<file path="config.mk">
export PLATFORM = sky130hd
export DESIGN_NAME = chaos_lfsr_whitener
export DESIGN_NICKNAME = d
export VERILOG_FILES = /design/src/rtl/chaos_pkg.sv /design/src/rtl/lfsr_step.sv /design/src/rtl/chaos_lfsr_whitener.sv
export SDC_FILE = /design/constraint.sdc
export NUM_CORES = 1
export LEC_CHECK = 0
export CAP_MARGIN = 20
export CORE_ASPECT_RATIO = 0.5
export CORE_MARGIN = 3
export CORE_UTILIZATION = 54
export DETAILED_ROUTE_END_ITERATION = 10
export MAX_ROUTING_LAYER = met4
export PLACE_DENSITY = 0.75
export RECOVER_POWER = 25
export SYNTH_ARGS = -nofsm -noshare
export SYNTH_HDL_FRONTEND = slang
export SYNTH_SLANG_ARGS = --single-unit
</file>
<file path="constraint.sdc">
create_clock -name clk -period 2.3 [get_ports clk]
set_input_delay 0.23 -clock clk [delete_from_list [all_inputs] [get_ports clk]]
set_output_delay 0.23 -clock clk [all_outputs]
set_load 0.01 [all_outputs]
</file>
<file path="src/rtl/chaos_pkg.sv">
// Shared definitions for the chaotic-seeded LFSR whitener: state encoding
// and the default LFSR geometry.
package chaos_pkg;

  localparam int          CHAOS_LFSR_W       = 16;
  localparam logic [15:0] CHAOS_TAPS         = 16'h002D;
  localparam logic [15:0] CHAOS_DEFAULT_SEED = 16'hACE1;

  typedef enum logic [1:0] {
    IDLE = 2'd0,
    SEED = 2'd1,
    RUN  = 2'd2
  } state_e;

endpackage

</file>
<file path="src/rtl/lfsr_step.sv">
// One Fibonacci LFSR step with an injected perturbation bit; an all-zero
// result is replaced by the default seed so the generator can never lock up.
module lfsr_step
  import chaos_pkg::*;
#(
  parameter int              W            = CHAOS_LFSR_W,
  parameter logic [W-1:0]    TAPS         = W'(CHAOS_TAPS),
  parameter logic [W-1:0]    DEFAULT_SEED = W'(CHAOS_DEFAULT_SEED)
) (
  input  logic [W-1:0] lfsr_i,
  input  logic         p_i,
  output logic [W-1:0] lfsr_next_o,
  output logic         out_bit_o
);

  logic         fb;
  logic [W-1:0] shifted;

  assign fb          = (^(lfsr_i & TAPS)) ^ p_i;
  assign shifted     = {fb, lfsr_i[W-1:1]};
  assign lfsr_next_o = (shifted == '0) ? DEFAULT_SEED : shifted;
  assign out_bit_o   = lfsr_i[0];

endmodule

</file>
<file path="src/rtl/chaos_lfsr_whitener.sv">
// Whitens chaotic-map samples: seeds an LFSR from a few samples, then steps it
// once per sample (perturbed by sample parity) and packs output bits into words.
module chaos_lfsr_whitener
  import chaos_pkg::*;
#(
  parameter int                 LFSR_W       = CHAOS_LFSR_W,
  parameter logic [LFSR_W-1:0]  TAPS         = LFSR_W'(CHAOS_TAPS),
  parameter logic [LFSR_W-1:0]  DEFAULT_SEED = LFSR_W'(CHAOS_DEFAULT_SEED),
  parameter int                 SEED_CYCLES  = 4
) (
  input  logic              clk,
  input  logic              reset,
  input  logic [LFSR_W-1:0] chaos_in,
  input  logic              chaos_valid,
  output logic              chaos_ready,
  input  logic              start,
  input  logic              stop,
  output logic [LFSR_W-1:0] rnd_word,
  output logic              rnd_valid,
  input  logic              rnd_ready,
  output logic              busy
);

  localparam int                BIT_CW    = $clog2(LFSR_W);
  localparam int                SEED_CW   = $clog2(SEED_CYCLES + 1);
  localparam logic [BIT_CW-1:0] BIT_LAST  = BIT_CW'(LFSR_W - 1);
  localparam logic [SEED_CW-1:0] SEED_LAST = SEED_CW'(SEED_CYCLES - 1);

  state_e              state_q, state_d;
  logic [LFSR_W-1:0]   lfsr_q, lfsr_d;
  logic [LFSR_W-1:0]   acc_q, acc_d;
  logic [BIT_CW-1:0]   bit_cnt_q, bit_cnt_d;
  logic [SEED_CW-1:0]  seed_cnt_q, seed_cnt_d;
  logic [LFSR_W-1:0]   rnd_word_q, rnd_word_d;
  logic                rnd_valid_q, rnd_valid_d;

  logic [LFSR_W-1:0]   step_lfsr;
  logic                step_bit;
  logic [LFSR_W-1:0]   seed_mix;
  logic                in_xfer;
  logic                out_xfer;

  lfsr_step #(
    .W           (LFSR_W),
    .TAPS        (TAPS),
    .DEFAULT_SEED(DEFAULT_SEED)
  ) u_step (
    .lfsr_i     (lfsr_q),
    .p_i        (^chaos_in[3:0]),
    .lfsr_next_o(step_lfsr),
    .out_bit_o  (step_bit)
  );

  // In RUN the block stalls only when the finishing bit would overwrite an unread word.
  always_comb begin
    chaos_ready = 1'b0;
    if (!reset) begin
      case (state_q)
        SEED:    chaos_ready = 1'b1;
        RUN:     chaos_ready = !(bit_cnt_q == BIT_LAST && rnd_valid_q && !rnd_ready);
        default: chaos_ready = 1'b0;
      endcase
    end
  end

  assign in_xfer  = chaos_valid && chaos_ready;
  assign out_xfer = rnd_valid_q && rnd_ready;
  assign seed_mix = lfsr_q ^ chaos_in;

  // NOTE: every signal driven here gets a default first so no latch is inferred.
  always_comb begin
    state_d     = state_q;
    lfsr_d      = lfsr_q;
    acc_d       = acc_q;
    bit_cnt_d   = bit_cnt_q;
    seed_cnt_d  = seed_cnt_q;
    rnd_word_d  = rnd_word_q;
    rnd_valid_d = rnd_valid_q && !out_xfer;

    if (stop && state_q != IDLE) begin
      // A sample offered alongside stop is dropped; the output word survives.
      state_d    = IDLE;
      seed_cnt_d = '0;
      bit_cnt_d  = '0;
      acc_d      = '0;
    end else begin
      case (state_q)
        IDLE: begin
          if (start && !stop) state_d = SEED;
        end
        SEED: begin
          if (in_xfer) begin
            if (seed_cnt_q == SEED_LAST) begin
              state_d    = RUN;
              seed_cnt_d = '0;
              lfsr_d     = (seed_mix == '0) ? DEFAULT_SEED : seed_mix;
            end else begin
              seed_cnt_d = seed_cnt_q + SEED_CW'(1);
              lfsr_d     = seed_mix;
            end
          end
        end
        RUN: begin
          if (in_xfer) begin
            lfsr_d    = step_lfsr;
            acc_d     = {acc_q[LFSR_W-2:0], step_bit};
            bit_cnt_d = bit_cnt_q + BIT_CW'(1);
            if (bit_cnt_q == BIT_LAST) begin
              rnd_word_d  = {acc_q[LFSR_W-2:0], step_bit};
              rnd_valid_d = 1'b1;
            end
          end
        end
        default: state_d = IDLE;
      endcase
    end
  end

  // NOTE: sequential state uses non-blocking assignments so all registers
  // update together from the pre-edge values.
  always_ff @(posedge clk) begin
    if (reset) begin
      state_q     <= IDLE;
      lfsr_q      <= DEFAULT_SEED;
      acc_q       <= '0;
      bit_cnt_q   <= '0;
      seed_cnt_q  <= '0;
      rnd_word_q  <= '0;
      rnd_valid_q <= 1'b0;
    end else begin
      state_q     <= state_d;
      lfsr_q      <= lfsr_d;
      acc_q       <= acc_d;
      bit_cnt_q   <= bit_cnt_d;
      seed_cnt_q  <= seed_cnt_d;
      rnd_word_q  <= rnd_word_d;
      rnd_valid_q <= rnd_valid_d;
    end
  end

  assign rnd_word  = rnd_word_q;
  assign rnd_valid = rnd_valid_q;
  assign busy      = (state_q != IDLE);

endmodule
</file>
==> impl_metrics.ini <==
[place]
gp_congestion = 0.916
io_buffers = 40
hpwlAfterDp_um = 4820

[floorplanning]
core_area_um2 = 5020
die_area_um2 = 6270
fp.dieH_um = 57.5
chipWidth_um = 109
ios = 41
initial_core_util_pct = 57.1
num_rows = 18

[cts]
cts_buffer_depth = 2
holdBufCountCts = 0
htree_levels = 3
cts-root-buf = clkbuf_8
cts_tree = done
clkTransAtPathRegs_ns = 0.07
clkLatencyLatePin_ns = 0.34
numCtsBuffers = 9
cts_sinks = 57

[outcome]
outcome = complete, no violations

[final_layout]
area_growth_pct = 25.1
fin_util_pct = 71.4
final_common_cell = dfxtp_1
nets = 399
diodes = 0
layout-drive-gt1-share_pct = 11.9
most-common-layout-cells = 57 x dfxtp_1, 56 x nor2_1, 33 x mux2i_1, 23 x o21ai_0, 22 x clkdlybuf4s50_1

[setup_path]
critical_path.max_fanout = 10
worstPathArrival_ns = 2.33
max_stage_delay_ns = 0.38
crit_required_ns = 2.53
cpMaxStageDelayCell = o211a_1
critical_path_class = reg2reg
crit_path_start_kind = flop
cp-end-kind = flop
path_cells = inv_1, ha_1, nand4b_1, o211a_1, o211ai_2, o21ai_0, a221o_1

[synth]
yosys_warnings = 0
async_reset_ff_share_pct = 0
synth-edff-count = 0
avgSynthCellArea_um2 = 8.90
syn_inst = 322
synth_cell_types = 44
synthesis.area_um2 = 2870
ys_seq_area_share_pct = 39.8
syn-num-nets = 349
synthFlopType = dfxtp_1
ys_seq_elements = 57

[pwr]
p_per_area_nw_per_um2 = 1060
peakVddDrop_mv = 0.633
p_leak_nw = 1.48

[sta]
worstMarginPinSlew_ns = 0.468
maxSlewHeadroom_pct = 68.4
slew_viol_final = 0
hold_viol_final = 0
setup_viol = 0
period_needed_ns = 2.10
rsz0062_at_grt = false
final.setup.tns_ns = 0
max_freq_ghz = 0.476
period_share_pct = 91.4
whs_ns = 0.493
fin_skew_ns = 0.0101

[hold_path]
hold_path_class = reg2reg

[global_route]
antenna_found_initial = 0
globalRouteOverflowTotal = 0
grt_pass1_vias = 2524
grt_pass1_wl_um = 11600
grt_max_degree = 29
track_usage_pct = 24.4

[drt]
vias = 2531
drt_iter0_markers = 163
wirelength_um = 6710
drc = 0
viasPerCell = 5.66
dr.pass1.iters = 4
avgRoutedWirePerCell_um = 15.0
ant_nets = 0

[job]
timing.max_cap.violations = 0
## cell type report
cell class	count	area, µm²
clock buffers	9	124
clock inverters	7	61.3
fillers	415	1440
inverters	11	41.3
multi-input cells	235	1600
flip-flops and latches	57	1140
well taps	70	87.6
repair buffers	58	534
## timing repair
item | 4_1_cts | 5_1_grt
setup endpoints to repair | 1 | 0
setup buffers | 0 | 0
resized for setup | 2 | 0
## kinds of logic after synthesis
kind of cell    synth area share, %
simple gates                   18.2
compound gates                 16.8
flops                          39.8
mux                            11.5
buf+inv                        4.89
xor+xnor                       6.63
fa+ha+maj                      2.18
## metal layers
metal	routed length, µm	vias to the layer above	GRT usage, %
li1	-	1262	-
met3	270	12	6.44
met4	63	0	10.1
met5	0	-	-
met2	3210	69	38.5
met1	3160	1188	29.7
## synth_stat cells, types with 4 or more instances
master / n / area (µm²)
or2_2: 4 / 25.0
xnor2_1: 5 / 43.8
buf_2: 7 / 35.0
nor4_1: 6 / 37.5
a21oi_1: 15 / 75.1
nand2_1: 5 / 18.8
clkbuf_1: 8 / 30.0
nand2b_1: 6 / 37.5
nor2_1: 56 / 210
xor2_1: 13 / 114
o221ai_1: 7 / 61.3
nand3_1: 8 / 40.0
nor3b_1: 8 / 60.1
o21ai_0: 23 / 115
a221o_1: 7 / 70.1
dfxtp_1: 57 / 1140
ha_1: 5 / 62.6
inv_1: 10 / 37.5
mux2i_1: 33 / 330
## per-stage QoR
stage | area (µm²) | setup WS [ns] | power (mW) | cells
after floorplan | 2870 | 0.318 | 2.46 | 322
after global placement | 3400 | 0.101 | 2.88 | 431
after detailed placement | 3400 | 0.0605 | 2.93 | 431
after CTS | 3590 | 0.210 | 3.82 | 447
after global routing | 3590 | 0.0365 | 4.08 | 447
final | 3590 | 0.198 | 3.81 | 447
## critical path: cells and delay by family, from the launching register on
kind                       cells  cell delay [ns]
AOI/OAI and AO/OA              4             1.16
adders and majority gates      1             0.19
buffers and inverters          1             0.08
DFF                            1             0.34
and+or+nand+nor                1             0.22
## where the power goes
group,internal (mW),switching [mW]
Combinational,0.707,0.904
Sequential,1.13,0.189
Clock,0.410,0.470
Total,2.24,1.56
## flip-flops by register name, summed over array words and instances, names as in the netlist
register	count
lfsr_q	16
rnd_word	16
acc_q	15
bit_cnt_q	4
seed_cnt_q	3
state_q	2
rnd_valid	1
## worst paths after layout
path	start	to	slack (ns)	cells past startpoint
worst max register to register	state_q[1]	lfsr_q[10]	0.20	7
worst min-delay path	seed_cnt_q[2]	seed_cnt_q[2]	0.49	2
worst max-delay path	state_q[1]	lfsr_q[10]	0.20	7
worst min register to register	seed_cnt_q[2]	seed_cnt_q[2]	0.49	2
Note: power is estimated with default switching activity, not from simulation.
